**src/rtl/fport_frame_decoder.sv**
```systemverilog
// Streaming FrSky F.Port frame decoder: destuffs, checksums and unpacks control
// frames byte by byte, committing channels/RSSI/flags only after a clean frame end.
module fport_frame_decoder #(
  parameter int CLK_FREQ     = 16000000,
  parameter int NUM_CHANNELS = 16,
  parameter int TIMEOUT_MS   = 100
) (
  input  logic                       clock,
  input  logic                       reset,
  input  logic [7:0]                 rxData,
  input  logic                       rxDataAvail,
  output logic [NUM_CHANNELS*11-1:0] controls,
  output logic                       controlFrameReady,
  output logic                       crcError,
  output logic [7:0]                 rssi,
  output logic                       failsafe,
  output logic                       rxFrameLoss,
  output logic                       linkTimeout
);

  localparam longint TimeoutCyclesL = longint'(TIMEOUT_MS) * longint'(CLK_FREQ) / 64'sd1000;
  localparam int     TimeoutCycles  = (TimeoutCyclesL < 1) ? 1 : int'(TimeoutCyclesL);
  localparam int     CntWidth       = $clog2(TimeoutCycles + 1);

  typedef enum logic [2:0] {
    HUNT,
    LEN,
    TYPE,
    BODY,
    CRC,
    END
  } state_t;

  state_t state;
  state_t nextState;

  logic                       escPending;
  logic [7:0]                 lenReg;
  logic [7:0]                 checksum;
  logic                       isControl;
  logic                       crcOk;
  logic [4:0]                 bodyCount;
  logic [17:0]                bitBuf;
  logic [4:0]                 bitCount;
  logic [4:0]                 chanIdx;
  logic [NUM_CHANNELS*11-1:0] shadowControls;
  logic [7:0]                 shadowRssi;
  logic                       shadowFrameLoss;
  logic                       shadowFailsafe;
  logic                       failsafeFlag;
  logic [CntWidth-1:0]        timeoutCount;

  logic                       inRegion;
  logic                       rawFlag;
  logic                       dataByte;
  logic [7:0]                 destuffed;
  logic [7:0]                 sumNext;
  logic [8:0]                 sumWide;
  logic [17:0]                merged;
  logic [4:0]                 mergedCount;
  logic                       chanReady;
  logic                       lenOk;
  logic                       typeOk;
  logic                       bodyLast;
  logic                       commit;
  logic                       crcFail;

  // Byte classification: a data byte is any destuffed byte inside LEN..CRC
  always_comb begin
    inRegion    = (state == LEN) || (state == TYPE) || (state == BODY) || (state == CRC);
    rawFlag     = (rxData == 8'h7E);
    destuffed   = escPending ? (rxData ^ 8'h20) : rxData;
    dataByte    = rxDataAvail && inRegion && !rawFlag && (escPending || (rxData != 8'h7D));
    sumWide     = {1'b0, checksum} + {1'b0, destuffed};
    sumNext     = sumWide[7:0] + {7'b0, sumWide[8]};
    merged      = bitBuf | (18'(destuffed) << bitCount);
    mergedCount = bitCount + 5'd8;
    chanReady   = (mergedCount >= 5'd11);
    lenOk       = (destuffed == 8'h19) || (destuffed == 8'h08);
    typeOk      = ((destuffed == 8'h00) && (lenReg == 8'h19)) ||
                  (((destuffed == 8'h01) || (destuffed == 8'h81)) && (lenReg == 8'h08));
    bodyLast    = ({3'b000, bodyCount} == (lenReg - 8'd2));
  end

  // Next-state decode; commit/crcFail are only raised by the closing flag
  always_comb begin
    nextState = state;
    commit    = 1'b0;
    crcFail   = 1'b0;
    if (rxDataAvail) begin
      case (state)
        HUNT: if (rawFlag) nextState = LEN;
        LEN: begin
          if (dataByte) nextState = lenOk ? TYPE : HUNT;
        end
        TYPE: begin
          if (rawFlag) nextState = LEN;
          else if (dataByte) nextState = typeOk ? BODY : HUNT;
        end
        BODY: begin
          if (rawFlag) nextState = LEN;
          else if (dataByte && bodyLast) nextState = CRC;
        end
        CRC: begin
          if (rawFlag) nextState = LEN;
          else if (dataByte) nextState = END;
        end
        END: begin
          if (rawFlag) begin
            nextState = LEN;
            commit    = crcOk && isControl;
            crcFail   = !crcOk;
          end else begin
            nextState = HUNT;
          end
        end
        default: nextState = HUNT;
      endcase
    end
  end

  // State register
  always_ff @(posedge clock) begin
    if (reset) state <= HUNT;
    else       state <= nextState;
  end

  // Frame datapath: checksum, channel unpacking into shadows, and output commit
  always_ff @(posedge clock) begin
    if (reset) begin
      escPending        <= 1'b0;
      lenReg            <= '0;
      checksum          <= '0;
      isControl         <= 1'b0;
      crcOk             <= 1'b0;
      bodyCount         <= '0;
      bitBuf            <= '0;
      bitCount          <= '0;
      chanIdx           <= '0;
      shadowControls    <= '0;
      shadowRssi        <= '0;
      shadowFrameLoss   <= 1'b1;
      shadowFailsafe    <= 1'b1;
      controls          <= '0;
      rssi              <= '0;
      rxFrameLoss       <= 1'b1;
      failsafeFlag      <= 1'b1;
      controlFrameReady <= 1'b0;
      crcError          <= 1'b0;
    end else begin
      if (rxDataAvail)
        escPending <= inRegion && !rawFlag && !escPending && (rxData == 8'h7D);
      if (dataByte) begin
        case (state)
          LEN: begin
            lenReg    <= destuffed;
            checksum  <= destuffed;
            bodyCount <= '0;
            bitBuf    <= '0;
            bitCount  <= '0;
            chanIdx   <= '0;
          end
          TYPE: begin
            checksum  <= sumNext;
            isControl <= (destuffed == 8'h00);
          end
          BODY: begin
            checksum  <= sumNext;
            bodyCount <= bodyCount + 5'd1;
            if (isControl) begin
              if (bodyCount < 5'd22) begin
                // Channels are packed LSB-first across byte boundaries
                if (chanReady) begin
                  for (int i = 0; i < NUM_CHANNELS; i++)
                    if (chanIdx == 5'(i)) shadowControls[11*i +: 11] <= merged[10:0];
                  bitBuf   <= merged >> 11;
                  bitCount <= mergedCount - 5'd11;
                  chanIdx  <= chanIdx + 5'd1;
                end else begin
                  bitBuf   <= merged;
                  bitCount <= mergedCount;
                end
              end else if (bodyCount == 5'd22) begin
                shadowFrameLoss <= destuffed[2];
                shadowFailsafe  <= destuffed[3];
              end else if (bodyCount == 5'd23) begin
                shadowRssi <= destuffed;
              end
            end
          end
          CRC: crcOk <= (sumNext == 8'hFF);
          default: ;
        endcase
      end
      controlFrameReady <= commit;
      crcError          <= crcFail;
      if (commit) begin
        controls     <= shadowControls;
        rssi         <= shadowRssi;
        rxFrameLoss  <= shadowFrameLoss;
        failsafeFlag <= shadowFailsafe;
      end
    end
  end

  // Link-loss timer: saturates at the timeout and is cleared by each commit
  always_ff @(posedge clock) begin
    if (reset) begin
      timeoutCount <= '0;
      linkTimeout  <= 1'b1;
    end else if (commit) begin
      timeoutCount <= '0;
      linkTimeout  <= 1'b0;
    end else if (timeoutCount != CntWidth'(TimeoutCycles)) begin
      timeoutCount <= timeoutCount + 1'b1;
      if (timeoutCount == CntWidth'(TimeoutCycles - 1)) linkTimeout <= 1'b1;
    end
  end

  assign failsafe = failsafeFlag | linkTimeout;

endmodule

```
**config.mk**
```make
export PLATFORM = sky130hd
export DESIGN_NAME = fport_frame_decoder
export DESIGN_NICKNAME = d
export VERILOG_FILES = /design/src/rtl/fport_frame_decoder.sv
export SDC_FILE = /design/constraint.sdc
export NUM_CORES = 1
export LEC_CHECK = 0
export ABC_AREA = 1
export CORE_ASPECT_RATIO = 0.75
export CORE_MARGIN = 1.5
export CORE_UTILIZATION = 39
export CTS_CLUSTER_SIZE = 20
export DETAILED_ROUTE_END_ITERATION = 10
export PLACE_DENSITY = 0.65
export SLEW_MARGIN = 30
export SYNTH_ARGS = -nofsm -noshare
export SYNTH_HDL_FRONTEND = slang
export SYNTH_SLANG_ARGS = --single-unit
```
**constraint.sdc**
```tcl
create_clock -name clock -period 5.5 [get_ports clock]
set_clock_uncertainty 0.15 [all_clocks]
set_input_delay 0.55 -clock clock [delete_from_list [all_inputs] [get_ports clock]]
set_output_delay 0.55 -clock clock [all_outputs]
set_load 0.02 [all_outputs]
```
==> metrics.cfg <==
[detailed_routing]
viasPerCell=5.08
wl_per_cell_um=17.1
drcViolationCount=8
wl_mm=51.3
first_pass_iters=8
first_iter_violations=1169
detail-route-antenna-nets=0
vias=15300

[yosys]
synth_edf_count=0
ys_seq_area_share_pct=51.2
synth-main-ff-cell=dfxtp_1
ys_ff_latch=451
synth.top_cell.area_share_pct=51.2
synthArstFlopShare_pct=0
synthTopCellsByArea=dfxtp_1, nand2_1, a22o_1
synth_nets=2286
yosys_warnings=0
synth.distinct_cells=46
synth_area_per_cell_sq_um=7.83
syn_area_sq_mm=0.0176
synthCells=2250
yosysTopAreaCell=dfxtp_1

[sta]
worst-slew-pin-transition_ns=0.916
tns_ns=0
rsz0062_at_grt=false
fin_crit_ns=3.55
drv_slew=0
hold_viol=0
setup_violations=0
max-slew-margin-rel_pct=38.9
timing.fmax_ghz=0.282
fin_crit_sh_pct=64.5

[power_and_ir_drop]
power_frac_comb_pct=11.4
p_leak_nw=8.39
vdd_drop_max_v=0.000195
power.density_mw_per_mm2=350
p_int_w=0.00549
pwr-share-seq_pct=44.5
swShare_pct=27.2
p_clk_share_pct=44.1
power_switching_w=0.00205

[clock_network]
cts_num_sinks=451
cts_tree=yes
cts_resized=0
cts.repair_timing.setup_buffer_count=0
clock_latency_ns=0.57
clock_tree.root_cell=clkbuf_16
path_clk_slew_ns=0.06
htree_num_levels=2
numCtsBuffers=45
hold_buffers=0
clockBufferDepth=3

[worst_setup_path]
path_max_fanout=110
crit_required_ns=5.79
cp-startpoint=rxData[4]
cp-end-kind=flip-flop
start_kind=input port
r2r_slack_ns=2.25
worstReg2RegStart=bitCount[1]
worst_r2r_endpoint=shadowControls[36]
endpoint=controls[141]
worstRegToRegCells=9
path_class=input port to flip-flop
cp.arrival_ns=3.84

[global_routing]
grt_util_all_layers_pct=21.5
grt_start_max_net_pins=111
antenna_found_initial=1
gr-total-overflow=0
grt_pass1_wl_mm=80.1
grt_pass1_vias=14100

[cells_and_area]
diodes=0
final_cell_mix=nand2_1, dfxtp_1, clkdlybuf4s50_1, inv_1, nor2_1
multiInputGateArea_sq_mm=0.00725
final_common_cell=nand2_1
final_net_count=2418
n_fill_cell=4292
fin_cells=3004
drive_gt1_share_pct=5.87
ff_latch_area_sq_mm=0.00903
syn_to_final_growth_pct=22.1

[min_path]
hold_class=flip-flop to flip-flop

[die]
die_h_um=187
row_count=67
boundaryPins=200
coreArea_sq_mm=0.0446
die_area_sq_mm=0.0465
die_w_um=248
initial_utilization_pct=39.5

[run_status]
status=complete, but fails checks
violations=design-rule violations

[placed_design]
gp_congestion=0.939
port_buffers=199
hpwl_mm=33.4
dp.cells=2921

[run]
cap_violations=0

[critical path, stage by stage]
cell and delay, ns:
clkdlybuf4s50_1 0.81, nand4_2 0.25, nor2_4 0.24, inv_2 0.06
nor2_1 0.09, nand3_1 0.14, nand2_1 0.50, inv_6 0.45
buf_4 0.44, a22o_1 0.25
[cells by family (layout without fill, tap and decap cells)]
logic type | Yosys count | after routing | synth area share [%]
compound gates | 492 | 492 | 17.1
xor+xnor | 8 | 8 | 0.398
fa+ha+maj | 25 | 25 | 1.82
buf+inv | 337 | 505 | 7.74
flops | 451 | 451 | 51.2
simple gates | 937 | 937 | 21.8
[worst min-delay path by stage]
stage	from	endpoint	slack (ns)	cells after the start
floorplan	crcOk	crcError	0.27	1
detailed placement	shadowControls[114]	shadowControls[114]	0.29	2
global route	shadowControls[116]	shadowControls[116]	0.31	2
global placement	shadowControls[114]	shadowControls[114]	0.28	2
finish	shadowControls[114]	shadowControls[114]	0.30	2
CTS	shadowControls[114]	shadowControls[114]	0.30	2
[area by class of cell]
type                            count  share of cell area [%]
Timing Repair Buffer              213                    9.80
Sequential cell                   451                    41.9
Inverter                          209                    3.68
Multi-Input combinational cell   1462                    33.7
Tap cell                          586                    3.41
Clock buffer                       57                    5.72
Clock inverter                     26                    1.76
[per-layer routing]
metal / global-route usage [%] / up-vias / share of wire (%)
met2: 31.4 / 480 / 41
li1: - / 7607 / -
met5: 0 / - / 0.029
met3: 5.90 / 76 / 7.9
met1: 31.3 / 7110 / 49
met4: 4.91 / 2 / 1.8
[power groups by stage]
stage | Sequential [W] | Combinational, W | Clock [W]
after global placement | 0.00342 | 0.000834 | 0
after floorplan | 0.00341 | 0.000533 | 0
after global routing | 0.00336 | 0.000941 | 0.00352
after CTS | 0.00335 | 0.000843 | 0.00338
after detailed placement | 0.00342 | 0.000840 | 0
final | 0.00335 | 0.000860 | 0.00332
[sequential cells by signal, summed over array words and instances (netlist names), 8 cells and up]
register,cells
lenReg,8
shadowControls,176
timeoutCount,21
rssi,8
shadowRssi,8
controls,176
bitBuf,18
checksum,8
[cells in the mapped netlist (11+ instances only)]
master and instances:
nand2_1 605, dfxtp_1 451, inv_1 195, nor2_1 193, a21oi_1 190, o21ai_0 143, a22o_1 117, clkbuf_1 68
nand3_1 58, buf_2 46, ha_1 24, nor3_1 18, nand4_1 16, nor4_1 16, inv_2 13, a211oi_1 11
[per-stage QoR]
| stage | hold WS (ns) | setup WS (ns) | instance area (sq um) | util (%) | total power (W) |
|---|---|---|---|---|---|
| 5_1_grt | 0.309 | 1.61 | 21500 | 48.3 | 0.00782 |
| 2_1_floorplan | 0.269 | 2.68 | 17600 | - | 0.00394 |
| 4_1_cts | 0.299 | 2.00 | 21500 | 48.3 | 0.00757 |
| 3_3_place_gp | 0.284 | 1.49 | 19900 | 44.6 | 0.00426 |
| 6_report | 0.297 | 1.95 | 21500 | 48.3 | 0.00754 |
| 3_5_place_dp | 0.290 | 1.41 | 19900 | 44.7 | 0.00426 |
Note: power is estimated with default switching activity, not from simulation.
